File: src/rtl/mem_arbiter_pkg.sv
// Shared definitions for the instruction-fetch / data-port memory arbiter:
// FSM state encoding, default fairness limit and counter sizing helper.
package mem_arbiter_pkg;

   typedef enum logic [1:0] {
      IDLE    = 2'd0,
      GRANT_I = 2'd1,
      GRANT_D = 2'd2
   } state_e;

   localparam int DEFAULT_FAIR_LIMIT = 4;

   // Bits needed to count 0..limit inclusive.
   function automatic int cnt_width(input int limit);
      return (limit < 1) ? 1 : $clog2(limit + 1);
   endfunction

endpackage

File: src/rtl/mem_arbiter_if.sv
// Bundle of fetch-requester, data-requester and shared-memory signals.
// slave = arbiter view, master = environment (requesters + memory) view.
interface mem_arbiter_if #(
   parameter int DATA_WIDTH = 32,
   parameter int ADDR_WIDTH = 32
);
   localparam int BE_WIDTH = DATA_WIDTH / 8;

   logic                  if_req;
   logic [ADDR_WIDTH-1:0] if_addr;
   logic                  if_cancel;
   logic                  if_done;
   logic [DATA_WIDTH-1:0] if_rdata;

   logic                  d_req;
   logic                  d_we;
   logic [ADDR_WIDTH-1:0] d_addr;
   logic [DATA_WIDTH-1:0] d_wdata;
   logic [BE_WIDTH-1:0]   d_be;
   logic                  d_done;
   logic [DATA_WIDTH-1:0] d_rdata;

   logic                  mem_req;
   logic                  mem_we;
   logic [ADDR_WIDTH-1:0] mem_addr;
   logic [DATA_WIDTH-1:0] mem_wdata;
   logic [BE_WIDTH-1:0]   mem_be;
   logic                  mem_ack;
   logic [DATA_WIDTH-1:0] mem_rdata;

   modport slave (
      input  if_req, if_addr, if_cancel,
      output if_done, if_rdata,
      input  d_req, d_we, d_addr, d_wdata, d_be,
      output d_done, d_rdata,
      output mem_req, mem_we, mem_addr, mem_wdata, mem_be,
      input  mem_ack, mem_rdata
   );

   modport master (
      output if_req, if_addr, if_cancel,
      input  if_done, if_rdata,
      output d_req, d_we, d_addr, d_wdata, d_be,
      input  d_done, d_rdata,
      input  mem_req, mem_we, mem_addr, mem_wdata, mem_be,
      output mem_ack, mem_rdata
   );

endinterface

File: src/rtl/mem_arbiter.sv
// Two-requester arbiter (fetch + data) onto one single-outstanding memory port,
// with data priority bounded by a starvation counter protecting the fetch side.
module mem_arbiter
   import mem_arbiter_pkg::*;
#(
   parameter int DATA_WIDTH = 32,
   parameter int ADDR_WIDTH = 32,
   parameter int FAIR_LIMIT = DEFAULT_FAIR_LIMIT
) (
   input  logic          clk,
   input  logic          rst_n,
   mem_arbiter_if.slave  bus
);

   localparam int BE_WIDTH = DATA_WIDTH / 8;
   localparam int CNT_W    = cnt_width(FAIR_LIMIT);
   localparam logic [CNT_W-1:0] CNT_MAX = CNT_W'(FAIR_LIMIT);

   state_e                state_q,     state_d;
   logic                  mem_req_q,   mem_req_d;
   logic                  mem_we_q,    mem_we_d;
   logic [ADDR_WIDTH-1:0] mem_addr_q,  mem_addr_d;
   logic [DATA_WIDTH-1:0] mem_wdata_q, mem_wdata_d;
   logic [BE_WIDTH-1:0]   mem_be_q,    mem_be_d;
   logic                  drop_q,      drop_d;
   logic [CNT_W-1:0]      starve_cnt_q, starve_cnt_d;

   logic if_eff;
   logic drop_now;

   // A cancel in the same cycle as the request withdraws it from arbitration.
   assign if_eff   = bus.if_req && !bus.if_cancel;
   // A cancel arriving together with the ack must also suppress that done.
   assign drop_now = drop_q || bus.if_cancel;

   always_comb begin
      state_d      = state_q;
      mem_req_d    = mem_req_q;
      mem_we_d     = mem_we_q;
      mem_addr_d   = mem_addr_q;
      mem_wdata_d  = mem_wdata_q;
      mem_be_d     = mem_be_q;
      drop_d       = drop_q;
      starve_cnt_d = starve_cnt_q;

      case (state_q)
         IDLE: begin
            drop_d = 1'b0;
            if (!if_eff) begin
               starve_cnt_d = '0;
            end
            if (bus.d_req && (!if_eff || starve_cnt_q < CNT_MAX)) begin
               state_d     = GRANT_D;
               mem_req_d   = 1'b1;
               mem_we_d    = bus.d_we;
               mem_addr_d  = bus.d_addr;
               mem_wdata_d = bus.d_wdata;
               mem_be_d    = bus.d_be;
               if (if_eff && starve_cnt_q < CNT_MAX) begin
                  starve_cnt_d = starve_cnt_q + CNT_W'(1);
               end
            end else if (if_eff) begin
               state_d      = GRANT_I;
               mem_req_d    = 1'b1;
               mem_we_d     = 1'b0;
               mem_addr_d   = bus.if_addr;
               mem_wdata_d  = '0;
               mem_be_d     = {BE_WIDTH{1'b1}};
               starve_cnt_d = '0;
            end
         end
         GRANT_I: begin
            drop_d = drop_now;
            if (bus.mem_ack) begin
               state_d   = IDLE;
               mem_req_d = 1'b0;
               drop_d    = 1'b0;
            end
         end
         GRANT_D: begin
            if (bus.mem_ack) begin
               state_d   = IDLE;
               mem_req_d = 1'b0;
            end
         end
         default: begin
            state_d   = IDLE;
            mem_req_d = 1'b0;
            drop_d    = 1'b0;
         end
      endcase
   end

   always_ff @(posedge clk) begin
      if (!rst_n) begin
         state_q      <= IDLE;
         mem_req_q    <= 1'b0;
         mem_we_q     <= 1'b0;
         mem_addr_q   <= '0;
         mem_wdata_q  <= '0;
         mem_be_q     <= '0;
         drop_q       <= 1'b0;
         starve_cnt_q <= '0;
      end else begin
         state_q      <= state_d;
         mem_req_q    <= mem_req_d;
         mem_we_q     <= mem_we_d;
         mem_addr_q   <= mem_addr_d;
         mem_wdata_q  <= mem_wdata_d;
         mem_be_q     <= mem_be_d;
         drop_q       <= drop_d;
         starve_cnt_q <= starve_cnt_d;
      end
   end

   assign bus.mem_req   = mem_req_q;
   assign bus.mem_we    = mem_we_q;
   assign bus.mem_addr  = mem_addr_q;
   assign bus.mem_wdata = mem_wdata_q;
   assign bus.mem_be    = mem_be_q;

   assign bus.if_done  = (state_q == GRANT_I) && bus.mem_ack && !drop_now;
   assign bus.d_done   = (state_q == GRANT_D) && bus.mem_ack;
   assign bus.if_rdata = bus.mem_rdata;
   assign bus.d_rdata  = bus.mem_rdata;

endmodule

File: src/flat_wrapper.sv
// flat-port wrapper written by rule: the top's interface ports become plain ports
module mem_arbiter_flat import mem_arbiter_pkg::*;
#(
   parameter int DATA_WIDTH = 32,
   parameter int ADDR_WIDTH = 32,
   parameter int FAIR_LIMIT = DEFAULT_FAIR_LIMIT
)
  (clk, rst_n, bus_if_req, bus_if_addr, bus_if_cancel, bus_if_done, bus_if_rdata, bus_d_req, bus_d_we, bus_d_addr, bus_d_wdata, bus_d_be, bus_d_done, bus_d_rdata, bus_mem_req, bus_mem_we, bus_mem_addr, bus_mem_wdata, bus_mem_be, bus_mem_ack, bus_mem_rdata);
  mem_arbiter_if #(.DATA_WIDTH(DATA_WIDTH), .ADDR_WIDTH(ADDR_WIDTH)) bus_i ();
  input  logic clk;
  input  logic rst_n;
  input wire logic [$bits(bus_i.if_req)-1:0] bus_if_req;
  input wire logic [$bits(bus_i.if_addr)-1:0] bus_if_addr;
  input wire logic [$bits(bus_i.if_cancel)-1:0] bus_if_cancel;
  output wire logic [$bits(bus_i.if_done)-1:0] bus_if_done;
  output wire logic [$bits(bus_i.if_rdata)-1:0] bus_if_rdata;
  input wire logic [$bits(bus_i.d_req)-1:0] bus_d_req;
  input wire logic [$bits(bus_i.d_we)-1:0] bus_d_we;
  input wire logic [$bits(bus_i.d_addr)-1:0] bus_d_addr;
  input wire logic [$bits(bus_i.d_wdata)-1:0] bus_d_wdata;
  input wire logic [$bits(bus_i.d_be)-1:0] bus_d_be;
  output wire logic [$bits(bus_i.d_done)-1:0] bus_d_done;
  output wire logic [$bits(bus_i.d_rdata)-1:0] bus_d_rdata;
  output wire logic [$bits(bus_i.mem_req)-1:0] bus_mem_req;
  output wire logic [$bits(bus_i.mem_we)-1:0] bus_mem_we;
  output wire logic [$bits(bus_i.mem_addr)-1:0] bus_mem_addr;
  output wire logic [$bits(bus_i.mem_wdata)-1:0] bus_mem_wdata;
  output wire logic [$bits(bus_i.mem_be)-1:0] bus_mem_be;
  input wire logic [$bits(bus_i.mem_ack)-1:0] bus_mem_ack;
  input wire logic [$bits(bus_i.mem_rdata)-1:0] bus_mem_rdata;
  assign bus_i.if_req = bus_if_req;
  assign bus_i.if_addr = bus_if_addr;
  assign bus_i.if_cancel = bus_if_cancel;
  assign bus_if_done = bus_i.if_done;
  assign bus_if_rdata = bus_i.if_rdata;
  assign bus_i.d_req = bus_d_req;
  assign bus_i.d_we = bus_d_we;
  assign bus_i.d_addr = bus_d_addr;
  assign bus_i.d_wdata = bus_d_wdata;
  assign bus_i.d_be = bus_d_be;
  assign bus_d_done = bus_i.d_done;
  assign bus_d_rdata = bus_i.d_rdata;
  assign bus_mem_req = bus_i.mem_req;
  assign bus_mem_we = bus_i.mem_we;
  assign bus_mem_addr = bus_i.mem_addr;
  assign bus_mem_wdata = bus_i.mem_wdata;
  assign bus_mem_be = bus_i.mem_be;
  assign bus_i.mem_ack = bus_mem_ack;
  assign bus_i.mem_rdata = bus_mem_rdata;
  mem_arbiter #(.DATA_WIDTH(DATA_WIDTH), .ADDR_WIDTH(ADDR_WIDTH), .FAIR_LIMIT(FAIR_LIMIT)) u_core (.clk(clk), .rst_n(rst_n), .bus(bus_i));
endmodule
File: config.mk
export PLATFORM = sky130hd
export DESIGN_NAME = mem_arbiter_flat
export DESIGN_NICKNAME = d
export VERILOG_FILES = /design/src/rtl/mem_arbiter_pkg.sv /design/src/rtl/mem_arbiter_if.sv /design/src/rtl/mem_arbiter.sv /design/src/flat_wrapper.sv
export SDC_FILE = /design/constraint.sdc
export NUM_CORES = 1
export LEC_CHECK = 0
export BUFFER_PORTS_ARGS = -buffer_cell sky130_fd_sc_hd__buf_4
export CAP_MARGIN = 20
export CORE_AREA = 2 2 107 109
export DETAILED_ROUTE_END_ITERATION = 6
export DIE_AREA = 0 0 109 111
export PLACE_DENSITY = 0.68
export SYNTH_ARGS = -nofsm -noshare
export SYNTH_HDL_FRONTEND = slang
export SYNTH_SLANG_ARGS = --single-unit
File: constraint.sdc
create_clock -name clk -period 1.6 [get_ports clk]
set_input_delay 0.24 -clock clk [delete_from_list [all_inputs] [get_ports clk]]
set_output_delay 0.24 -clock clk [all_outputs]
set_load 0.03 [all_outputs]
==> impl_results.md <==
- Worst skew pair latency: 0.33 ns
- GRT Total Usage: 0.1656
- Worst r2r dst: u_core.starve_cnt_q[1]
- Netlist Area Pre-Place: 0.003603 mm2
- Crit-path cells: inv_1, ha_2, inv_1, nor3b_2, a22o_1, and2_1
- Detailed Routing Iterations Pass 1: 4
- Worst Setup SP: u_core.state_q[0]
- Setup Skew: between 0.004 and 0.005 ns
- Vias: 3263
- DRC violations left: 0
- Non-Filler Instances: 663
- Drt wl/cell: 15.69 um
- Hold wc startpoint: bus_if_addr[27]
- Layout cells sized above 1: 0.4192
- Num CTS Buffers: 9
- Vias in the first global route: 3221
- Die Width: roughly 110 um
- Post-DRT Antenna Nets: 0
- Initial core utilization: 0.3253
- Grt ovf: 0
- Clk buf depth: 2
- Power Internal: 0.003936 W
- Root Buffer: clkbuf_16
- Seq/Total Area, Yosys: 0.4222
- Synth top area cells: dfxtp_1 (42%), buf_4 (14%), a21oi_1 (9.0%)
- Worst endpoint required time: 1.88 ns
- Cells after Synth: about 410
- CTS tree: yes
- Nature of the critical path startpoint: register
- Initial DRC Count: 183
- Synth top area share: 0.4222
- VDD IR-drop max: about 0.56 mV
- Vias/cell: about 4.9
- Final slew viol count: 0
- Comb power frac: 0.254
- Data arrival, critical path: 1.80 ns
- Pwr Density: 1149 mW/mm2
- Hold-critical path depth: 3
- Cts hold-fix bufs: 0
- Die area: 0.01210 mm2
- # rows: 39
- IO Pins: 275
- CP endpoint kind: register
- Routability cong.: 0.7464
- Slowest cell delay on critical path: 0.36 ns
- Worst Hold Class: in -> reg
- Syn. warnings: 0
- First-pass GRT wire length: 15530 um
- FMAX: ~0.65 GHz
- Design Power: approximately 0.0057 W
- Synth unique cells: 30
- Crit Path Max Fanout: 11
- H-tree lvl count: 3
- CORE AREA: 0.01108 mm2
- Status: finished, final reports clean
- Syn avg cell area: 8.768 um2
- Crit path kind: reg -> reg
- RSZ-0062 raised after global routing: true
- Routed wire length: 10400 um
- Max-cap violations: 0
- Reg power frac: 0.384
- Endpoints failing setup: 0
- Min Tclk post-route: 1.528 ns
- P_sw: 0.001717 W
- Sw Share: 0.3037
- Post-synthesis sequential element count: 76
- P_leak: approximately 2.2 nW
- Most frequent CP cell: inv_1
- Die Y: ~110 um
- Hold EP: u_core.bus.mem_addr[27]
- Rel. slew slack: 0.8110
- Initial antenna violation count: 0
- Hold Violations, Final: 0
- DPL Wire Length: 7197 um
- Placed Cells: 646
- Reg2Reg Depth: 6
- Largest net degree at the start of global routing: 37
- Final Util: 0.4441
- Postcts setup bufs: 0
- Clock sink count: 76
- R2R setup slack: a little over 0.07 ns
- Reg-to-Reg Start: u_core.state_q[0]
- Setup TNS Final: 0 ns
- Period utilization: 0.9548
- Reg clk slew, reported paths: 0.06 ns
- Clk pwr share: 0.362
- Slowest CP cell: ha_2
- Worst slew pin tran: ~0.28 ns
- Syn nets: ~550
- P&R area growth vs syn: 36.53%
- ANT cells: 0
- Port bufs: 178
- WHS: 0.1496 ns
- Nets: 658
- Synth area leader: dfxtp_1
-- per-stage QoR --
stage          area [um2]  setup WS (ns)
4_1_cts              4892        0.01795
3_3_place_gp         4587        0.08214
2_1_floorplan        3610         0.1523
5_1_grt              4920       -0.01787
6_report             4920        0.07232
3_5_place_dp         4587       0.001506
-- critical path, delay by kind of cell, from the launching register on --
kind	cells	cell delay (ns)
AND/OR/NAND/NOR	2	0.40
adder cells (fa/ha/maj)	1	0.36
flip-flops	1	0.33
buffers and inverters	2	0.23
AO/OA/AOI/OAI	1	0.17
-- cell usage after synthesis --
library cell and n:
nor2b_4 1, clkbuf_2 1, buf_2 11, nand4_1 1, o21ai_4 1, mux2i_1 1
a21oi_1 65, buf_6 6, o22ai_1 2, inv_1 4, nor2b_1 38, and3_1 1
o21ai_1 3, nor4bb_1 1, nand3_1 2, nand3b_4 1, a22o_1 1, and2_1 3
a22oi_1 33, nand2b_1 2, ha_1 4, nor3b_2 1, dfxtp_1 76, o221a_2 5
nand2_1 35, o21a_4 1, o21ai_0 31, clkbuf_1 10, buf_4 66, nor2_1 4
-- layer usage --
layer  global-route usage  part of all wire  vias to the layer above
li1                     -                 -                     1557
met1               0.1821              0.39                     1525
met2               0.2766              0.48                      131
met3              0.04879             0.081                       50
met4              0.09915             0.042                        0
met5                    0                 0                        -
-- kinds of logic (layout without fill, tap and decap cells) --
logic type	after synthesis	after routing	share of synthesized area
AOI/OAI and AO/OA	142	143	0.2365
buffers and inverters	98	206	0.1875
and+or+nand+nor	90	90	0.1372
adders and majority gates	4	4	0.01389
muxes	1	1	0.002778
DFF	76	76	0.4222
-- flip-flops by register name (all words and copies together), names as in the netlist --
signal and flops:
u_core.bus.mem_addr 32, u_core.bus.mem_wdata 32, u_core.bus.mem_be 4, u_core.starve_cnt_q 3, u_core.state_q 2, u_core.bus.mem_req 1, u_core.bus.mem_we 1, u_core.drop_q 1
-- worst max path at each step --
stage                                         end  slack [ns]
after detailed placement  u_core.bus.mem_addr[14]       0.002
after floorplan           u_core.bus.mem_wdata[2]        0.15
after global routing      u_core.bus.mem_wdata[0]       -0.02
final                      u_core.starve_cnt_q[1]        0.07
after global placement     u_core.bus.mem_addr[2]        0.08
after CTS                             bus_if_done        0.02
-- power groups by stage --
stage / sequential [W] / combinational, W / clock (W)
finish: 0.00217 / 0.00143 / 0.00205
global route: 0.00219 / 0.00154 / 0.00218
CTS: 0.00217 / 0.00143 / 0.00212
detailed placement: 0.00220 / 0.00143 / 0
global placement: 0.00220 / 0.00140 / 0
floorplan: 0.00253 / 0.000784 / 0
-- what timing repair did --
item,CTS,global route
gates cloned,0,1
resized for setup,1,5
endpoints found under the setup margin,3,4
pin swaps,1,0
endpoints found under the hold margin,0,0
-- layout make-up --
| cell class | count | area [um2] |
|---|---|---|
| Tap cell | 143 | 178.9 |
| Timing Repair Buffer | 186 | 1459 |
| Inverter | 4 | 15.01 |
| Fill cell | 1061 | 6157 |
| Clock inverter | 6 | 63.81 |
| Sequential cell | 76 | 1523 |
| Clock buffer | 10 | 239.0 |
| Multi-Input combinational cell | 238 | 1441 |
-- cells in the final DEF, fill, tap and decap left out, types with 2 or more instances in the layout --
| master | instances |
|---|---|
| a21oi_1 | 65 |
| o21ai_0 | 31 |
| o21ai_1 | 3 |
| a22oi_1 | 33 |
| and2_1 | 3 |
| buf_4 | 181 |
| clkbuf_16 | 9 |
| ha_1 | 2 |
| o22ai_1 | 2 |
| nor2_1 | 4 |
| inv_1 | 3 |
| o21a_4 | 2 |
| ha_2 | 2 |
| dfxtp_1 | 75 |
| nor2b_1 | 38 |
| clkinvlp_4 | 2 |
| o221a_2 | 5 |
| nand2b_1 | 2 |
| nand3_1 | 2 |
| clkinv_2 | 2 |
| buf_12 | 5 |
| nand2_1 | 35 |
No activity file was read; power rests on OpenSTA's default activity.
